### src/rtl/fmac_sign_exp_stage_if.sv
// Operand/result handshake bundle for the FMAC sign/exponent stage.
// The master side produces operand triples and consumes results; the slave side is the stage.
interface fmac_sign_exp_stage_if #(
    parameter int EXP_W = 8,
    parameter int MAN_W = 23
);
    localparam int W = 1 + EXP_W + MAN_W;

    logic                   in_valid;
    logic                   in_ready;
    logic [W-1:0]           a;
    logic [W-1:0]           b;
    logic [W-1:0]           c;
    logic                   out_valid;
    logic                   out_ready;
    logic                   prod_sign;
    logic                   eff_sub;
    logic signed [EXP_W+1:0] prod_exp;
    logic signed [EXP_W+1:0] exp_diff;
    logic                   c_larger;
    logic [MAN_W:0]         mant_a;
    logic [MAN_W:0]         mant_b;
    logic [MAN_W:0]         mant_c;
    logic [2:0]             special;

    modport master (
        output in_valid, a, b, c, out_ready,
        input  in_ready, out_valid, prod_sign, eff_sub, prod_exp, exp_diff,
               c_larger, mant_a, mant_b, mant_c, special
    );

    modport slave (
        input  in_valid, a, b, c, out_ready,
        output in_ready, out_valid, prod_sign, eff_sub, prod_exp, exp_diff,
               c_larger, mant_a, mant_b, mant_c, special
    );
endinterface

### src/rtl/fmac_sign_exp_stage.sv
// First FMAC stage: unpacks A/B/C, forms product sign, effective-subtract, product exponent and
// alignment difference, buffered in a 2-entry skid FIFO. Define FMAC_SPECIAL_EN to add NaN/Inf/zero flags.
module fmac_sign_exp_stage #(
    parameter int EXP_W = 8,
    parameter int MAN_W = 23,
    parameter int BIAS  = 127
) (
    input  logic                 clk,
    input  logic                 rst,
    fmac_sign_exp_stage_if.slave bus
);
    localparam int W  = 1 + EXP_W + MAN_W;
    localparam int XW = EXP_W + 2;

    typedef struct packed {
        logic           prod_sign;
        logic           eff_sub;
        logic [XW-1:0]  prod_exp;
        logic [XW-1:0]  exp_diff;
        logic [MAN_W:0] mant_a;
        logic [MAN_W:0] mant_b;
        logic [MAN_W:0] mant_c;
`ifdef FMAC_SPECIAL_EN
        logic [2:0]     special;
`endif
    } entry_t;

    // Zero/denormal exponents behave as exponent 1 with the hidden bit cleared.
    function automatic logic [XW-1:0] eff_exp(input logic [EXP_W-1:0] f);
        return (f == '0) ? XW'(1) : {2'b00, f};
    endfunction

    logic             sign_a, sign_b, sign_c;
    logic [EXP_W-1:0] exp_a, exp_b, exp_c;
    logic [MAN_W-1:0] frac_a, frac_b, frac_c;
    entry_t           new_entry;

`ifdef FMAC_SPECIAL_EN
    logic nan_a, nan_b, nan_c, inf_a, inf_b, inf_c, zero_a, zero_b;
    logic nan_any, inf_any;
`endif

    always_comb begin
        sign_a = bus.a[W-1];
        sign_b = bus.b[W-1];
        sign_c = bus.c[W-1];
        exp_a  = bus.a[W-2 -: EXP_W];
        exp_b  = bus.b[W-2 -: EXP_W];
        exp_c  = bus.c[W-2 -: EXP_W];
        frac_a = bus.a[MAN_W-1:0];
        frac_b = bus.b[MAN_W-1:0];
        frac_c = bus.c[MAN_W-1:0];

        new_entry           = '0;
        new_entry.prod_sign = sign_a ^ sign_b;
        new_entry.eff_sub   = sign_a ^ sign_b ^ sign_c;
        new_entry.prod_exp  = eff_exp(exp_a) + eff_exp(exp_b) - XW'(BIAS);
        new_entry.exp_diff  = eff_exp(exp_a) + eff_exp(exp_b) - XW'(BIAS) - eff_exp(exp_c);
        new_entry.mant_a    = {exp_a != '0, frac_a};
        new_entry.mant_b    = {exp_b != '0, frac_b};
        new_entry.mant_c    = {exp_c != '0, frac_c};

`ifdef FMAC_SPECIAL_EN
        nan_a   = (exp_a == '1) && (frac_a != '0);
        nan_b   = (exp_b == '1) && (frac_b != '0);
        nan_c   = (exp_c == '1) && (frac_c != '0);
        inf_a   = (exp_a == '1) && (frac_a == '0);
        inf_b   = (exp_b == '1) && (frac_b == '0);
        inf_c   = (exp_c == '1) && (frac_c == '0);
        zero_a  = (exp_a == '0) && (frac_a == '0);
        zero_b  = (exp_b == '0) && (frac_b == '0);
        nan_any = nan_a | nan_b | nan_c | (inf_a & zero_b) | (zero_a & inf_b);
        inf_any = ~nan_any & (inf_a | inf_b | inf_c);
        new_entry.special = {nan_any, inf_any, zero_a | zero_b};
`endif
    end

    logic [1:0] count_q, count_d;
    entry_t     slot0_q, slot0_d;
    entry_t     slot1_q, slot1_d;
    logic       push, pop;

    assign bus.in_ready  = (count_q != 2'd2) & ~rst;
    assign bus.out_valid = (count_q != 2'd0);
    assign push          = bus.in_valid & bus.in_ready;
    assign pop           = bus.out_valid & bus.out_ready;

    // slot0 is always the head; push+pop can only coincide at count 1, replacing the head in place.
    always_comb begin
        count_d = count_q;
        slot0_d = slot0_q;
        slot1_d = slot1_q;
        if (push && pop) begin
            slot0_d = new_entry;
        end else if (push) begin
            if (count_q == 2'd0) begin
                slot0_d = new_entry;
            end else begin
                slot1_d = new_entry;
            end
            count_d = count_q + 2'd1;
        end else if (pop) begin
            slot0_d = slot1_q;
            count_d = count_q - 2'd1;
        end
    end

    always_ff @(posedge clk) begin
        if (rst) begin
            count_q <= '0;
            slot0_q <= '0;
            slot1_q <= '0;
        end else begin
            count_q <= count_d;
            slot0_q <= slot0_d;
            slot1_q <= slot1_d;
        end
    end

    assign bus.prod_sign = slot0_q.prod_sign;
    assign bus.eff_sub   = slot0_q.eff_sub;
    assign bus.prod_exp  = slot0_q.prod_exp;
    assign bus.exp_diff  = slot0_q.exp_diff;
    assign bus.c_larger  = slot0_q.exp_diff[XW-1];
    assign bus.mant_a    = slot0_q.mant_a;
    assign bus.mant_b    = slot0_q.mant_b;
    assign bus.mant_c    = slot0_q.mant_c;
`ifdef FMAC_SPECIAL_EN
    assign bus.special   = slot0_q.special;
`else
    assign bus.special   = 3'b000;
`endif

endmodule

### src/flat_wrapper.sv
// flat-port wrapper written by rule: the top's interface ports become plain ports
module fmac_sign_exp_stage_flat 
#(
    parameter int EXP_W = 8,
    parameter int MAN_W = 23,
    parameter int BIAS  = 127
)
  (clk, rst, bus_in_valid, bus_a, bus_b, bus_c, bus_out_ready, bus_in_ready, bus_out_valid, bus_prod_sign, bus_eff_sub, bus_prod_exp, bus_exp_diff, bus_c_larger, bus_mant_a, bus_mant_b, bus_mant_c, bus_special);
  fmac_sign_exp_stage_if #(.EXP_W(EXP_W), .MAN_W(MAN_W)) bus_i ();
  input  logic clk;
  input  logic rst;
  input wire logic [$bits(bus_i.in_valid)-1:0] bus_in_valid;
  input wire logic [$bits(bus_i.a)-1:0] bus_a;
  input wire logic [$bits(bus_i.b)-1:0] bus_b;
  input wire logic [$bits(bus_i.c)-1:0] bus_c;
  input wire logic [$bits(bus_i.out_ready)-1:0] bus_out_ready;
  output wire logic [$bits(bus_i.in_ready)-1:0] bus_in_ready;
  output wire logic [$bits(bus_i.out_valid)-1:0] bus_out_valid;
  output wire logic [$bits(bus_i.prod_sign)-1:0] bus_prod_sign;
  output wire logic [$bits(bus_i.eff_sub)-1:0] bus_eff_sub;
  output wire logic [$bits(bus_i.prod_exp)-1:0] bus_prod_exp;
  output wire logic [$bits(bus_i.exp_diff)-1:0] bus_exp_diff;
  output wire logic [$bits(bus_i.c_larger)-1:0] bus_c_larger;
  output wire logic [$bits(bus_i.mant_a)-1:0] bus_mant_a;
  output wire logic [$bits(bus_i.mant_b)-1:0] bus_mant_b;
  output wire logic [$bits(bus_i.mant_c)-1:0] bus_mant_c;
  output wire logic [$bits(bus_i.special)-1:0] bus_special;
  assign bus_i.in_valid = bus_in_valid;
  assign bus_i.a = bus_a;
  assign bus_i.b = bus_b;
  assign bus_i.c = bus_c;
  assign bus_i.out_ready = bus_out_ready;
  assign bus_in_ready = bus_i.in_ready;
  assign bus_out_valid = bus_i.out_valid;
  assign bus_prod_sign = bus_i.prod_sign;
  assign bus_eff_sub = bus_i.eff_sub;
  assign bus_prod_exp = bus_i.prod_exp;
  assign bus_exp_diff = bus_i.exp_diff;
  assign bus_c_larger = bus_i.c_larger;
  assign bus_mant_a = bus_i.mant_a;
  assign bus_mant_b = bus_i.mant_b;
  assign bus_mant_c = bus_i.mant_c;
  assign bus_special = bus_i.special;
  fmac_sign_exp_stage #(.EXP_W(EXP_W), .MAN_W(MAN_W), .BIAS(BIAS)) u_core (.clk(clk), .rst(rst), .bus(bus_i));
endmodule
### config.mk
export PLATFORM = sky130hd
export DESIGN_NAME = fmac_sign_exp_stage_flat
export DESIGN_NICKNAME = d
export VERILOG_FILES = /design/src/rtl/fmac_sign_exp_stage_if.sv /design/src/rtl/fmac_sign_exp_stage.sv /design/src/flat_wrapper.sv
export SDC_FILE = /design/constraint.sdc
export NUM_CORES = 1
export LEC_CHECK = 0
export ABC_AREA = 1
export CORE_AREA = 2 2 119 149
export DETAILED_ROUTE_END_ITERATION = 8
export DIE_AREA = 0 0 121 151
export PLACE_DENSITY_LB_ADDON = 0.15
export SLEW_MARGIN = 20
export SYNTH_ARGS = -nofsm -noshare
export SYNTH_HDL_FRONTEND = slang
export SYNTH_SLANG_ARGS = --single-unit
export TNS_END_PERCENT = 10
### constraint.sdc
create_clock -name clk -period 4.9 [get_ports clk]
set_input_delay 1.225 -clock clk [delete_from_list [all_inputs] [get_ports clk]]
set_output_delay 1.225 -clock clk [all_outputs]
set_load 0.05 [all_outputs]
==> impl_metrics.json <==
{
  "core_area_sq_um": 16800,
  "synthToLayoutAreaGrowth_pct": 32.0,
  "final_common_cell": "nand2_1",
  "cp.arrival_ns": 4.87,
  "slowest_stage": "clkdlybuf4s50_1",
  "routed_via_density": 5.19,
  "fmax_ghz": 0.220,
  "die_h_microns": 151,
  "antenna_found_initial": 0,
  "fin_area_sq_um": 10900,
  "cpMostUsedCell": "nand2_1",
  "tightest_slew_ns": 0.952,
  "dp.cells": 1459,
  "max_stage_delay_ns": 0.43,
  "grt_overflow": 0,
  "detail-route-antenna-nets": 0,
  "yosysWarnings": 0,
  "path_buf_inv": 5,
  "synth_area_sq_um": 8280,
  "grt_max_degree": 92,
  "vdd_drop_max_uv": 311,
  "start_util": 0.494,
  "clk_path_buf_depth": 2,
  "finalWirelength_microns": 21300,
  "fin_crit_ns": 4.55,
  "crit_chain": "clkdlybuf4s50_1 > nor4_1 > nand2_1 > nor3_2 > nor2_1 > ha_1 > inv_1 > ha_1 > inv_1 > fa_1 > nand3b_1 > nand2_1 > xor2_1 > ha_1 > nand2_1 > inv_1 > a21oi_1 > nand2_1 > or2_2 > nand2_1 > nand2_1 > o211ai_1 > inv_1",
  "htreeDepth": 4,
  "drt-initial-drc-count": 458,
  "synth_seq_cells": 190,
  "numPortBuffers": 196,
  "num_antenna_cells": 0,
  "yosysUniqueCellTypes": 34,
  "die_area_sq_um": 18300,
  "maxSlewViolCount": 0,
  "num_rows": 53,
  "root_buffer": "clkbuf_16",
  "setup_violations": 0,
  "clk_pin_slew_ns": 0.07,
  "period_share": 0.929,
  "drive_above_1_share": 0.0582,
  "maxCapViolations": 0,
  "cts.sinks": 190,
  "start_kind": "input port",
  "final_cells": 1491,
  "total_power_mw": 6.33,
  "die_w_microns": 121,
  "ios": 200,
  "clock_skew_ns": 0.00905,
  "rsz0062_at_grt": "false",
  "nFillCells": 1509,
  "path_delay_family": "simple AND/OR/NAND/NOR gates",
  "grt_pass1_wl_microns": 34800,
  "critical_path_required_ns": 5.22,
  "power_density_nw_per_um2": 579,
  "final_core_util": 0.652,
  "avgSynthCellArea_sq_um": 7.45,
  "dpl.hpwl_microns": 13400,
  "finalHoldViolations": 0,
  "status": "finished clean",
  "cts_tree": "done",
  "final_cell_mix": "nand2_1 (357), clkdlybuf4s50_1 (195), dfxtp_1 (190), a21oi_1 (94), a31oi_1 (87)",
  "slew_headroom": 0.366,
  "path_max_fanout": 3,
  "placedInstanceArea_sq_um": 10300,
  "ys_seq_area_frac": 0.459,
  "crit_type": "in -> reg",
  "leakage_nw": 4.10,
  "clk_latency_ns": 0.43,
  "wl_per_cell_microns": 14.3,
  "grtUsageTotal": 0.236,
  "cts_inserted_buffers": 17,
  "dr.pass1.iters": 5,
  "grt_pass1_vias": 7185,
  "hp-class": "reg -> reg",
  "final_nets": 1384,
  "drc": 0,
  "via_count": 7744,
  "crit_path_end_kind": "flip-flop",
  "gp_congestion": 0.824,
  "netlist_instances": 1112
}
## Yosys cell counts
cell        n  area, sq um
buf_2      31          155
nor2_1     35          131
nand3b_1    2         15.0
a21oi_4     1         16.3
o21ai_1    62          310
a31oi_1    87          544
a311oi_1    1         8.76
o211ai_1    4         30.0
o21ai_0    54          270
clkbuf_2    1         5.00
ha_1       24          300
nand2_1   357         1340
nor3_1      2         10.0
buf_6       1         11.3
fa_1        2         40.0
dfxtp_1   190         3800
nand3_1    13         65.1
xor2_1      5         43.8
a21oi_1    95          475
nor3_4      1         16.3
xnor2_1     7         61.3
buf_4      14          105
nand4_1     3         18.8
buf_1       2         7.51
nor4_1      3         18.8
o21bai_1    2         15.0
clkinv_1    1         3.75
a211oi_1    6         45.0
inv_2       3         11.3
nand2_2     2         12.5
clkbuf_1   48          180
conb_1      1         3.75
or2_2       5         31.3
inv_1      47          176
## power breakdown
group | leakage, nW | switching (mW) | internal (mW) | total, mW
clock network | 0.308 | 0.620 | 0.871 | 1.49
registers | 1.55 | 0.192 | 1.91 | 2.10
logic | 2.24 | 1.84 | 0.907 | 2.74
## through the flow
stage               hold slack, ns  setup TNS, ns  setup slack [ns]
floorplan                    0.440              0             0.558
global placement             0.448        -0.0509           -0.0502
detailed placement           0.452         -0.551            -0.126
CTS                          0.463              0             0.302
global route                 0.471              0            0.0515
finish                       0.460              0             0.350
## state kept, by name, indices dropped and copies added (netlist names)
register              cells
u_core.bus.mant_c        24
u_core.bus.prod_exp      10
u_core.bus.mant_a        24
u_core.bus.eff_sub        1
u_core.count_q            2
u_core.slot1_q           94
u_core.bus.prod_sign      1
u_core.bus.exp_diff      10
u_core.bus.mant_b        24
## routing by layer
layer | global-route usage | wire length, microns | vias up
met3 | 0.0452 | 1140 | 32
met1 | 0.300 | 9370 | 3521
met5 | 0 | 0 | -
li1 | - | - | 4004
met4 | 0.0988 | 511 | 0
met2 | 0.391 | 10200 | 187
## final timing paths
check | startpoint | to | slack (ns) | depth (start not counted)
hold reg to reg | u_core.slot1_q[57]$_SDFFE_PP0P_ | u_core.slot1_q[57]$_SDFFE_PP0P_ | 0.46 | 2
setup / recovery | bus_b[24] | u_core.slot1_q[79]$_SDFFE_PP0P_ | 0.35 | 23
setup reg to reg | u_core.count_q[1]$_SDFFE_PP0P_ | u_core.slot1_q[80]$_SDFFE_PP0P_ | 1.96 | 9
hold / removal | u_core.slot1_q[57]$_SDFFE_PP0P_ | u_core.slot1_q[57]$_SDFFE_PP0P_ | 0.46 | 2
## layout make-up
class,count,area (sq um),share of cell area
well taps,220,275,0.0252
clock inverters,13,201,0.0184
inverters,51,194,0.0177
flip-flops and latches,190,3800,0.348
multi-input cells,776,3870,0.354
clock buffers,19,433,0.0396
repair buffers,222,2150,0.197
## worst register-to-register path: cells and delay by family, from the launching register on
kind                     cells  cell delay (ns)
AND/OR/NAND/NOR              3             0.70
buffers and inverters        3             1.06
flip-flops                   1             0.44
adder cells (fa/ha/maj)      1             0.43
AO/OA/AOI/OAI                2             0.21
## kinds of logic after synthesis
| family | Yosys count | synth area share |
|---|---|---|
| AO/OA/AOI/OAI | 312 | 0.207 |
| XOR/XNOR | 12 | 0.0127 |
| adder cells (fa/ha/maj) | 26 | 0.0411 |
| buffers and inverters | 148 | 0.0792 |
| flip-flops | 190 | 0.459 |
| other | 1 | 0.000453 |
| AND/OR/NAND/NOR | 423 | 0.200 |
## what timing repair did
item                                    CTS  global route
setup buffers                             0             0
hold buffers                              0             0
gates resized for setup                   0             4
endpoints found under the setup margin    0             5
(Power assumes the default switching activity.)
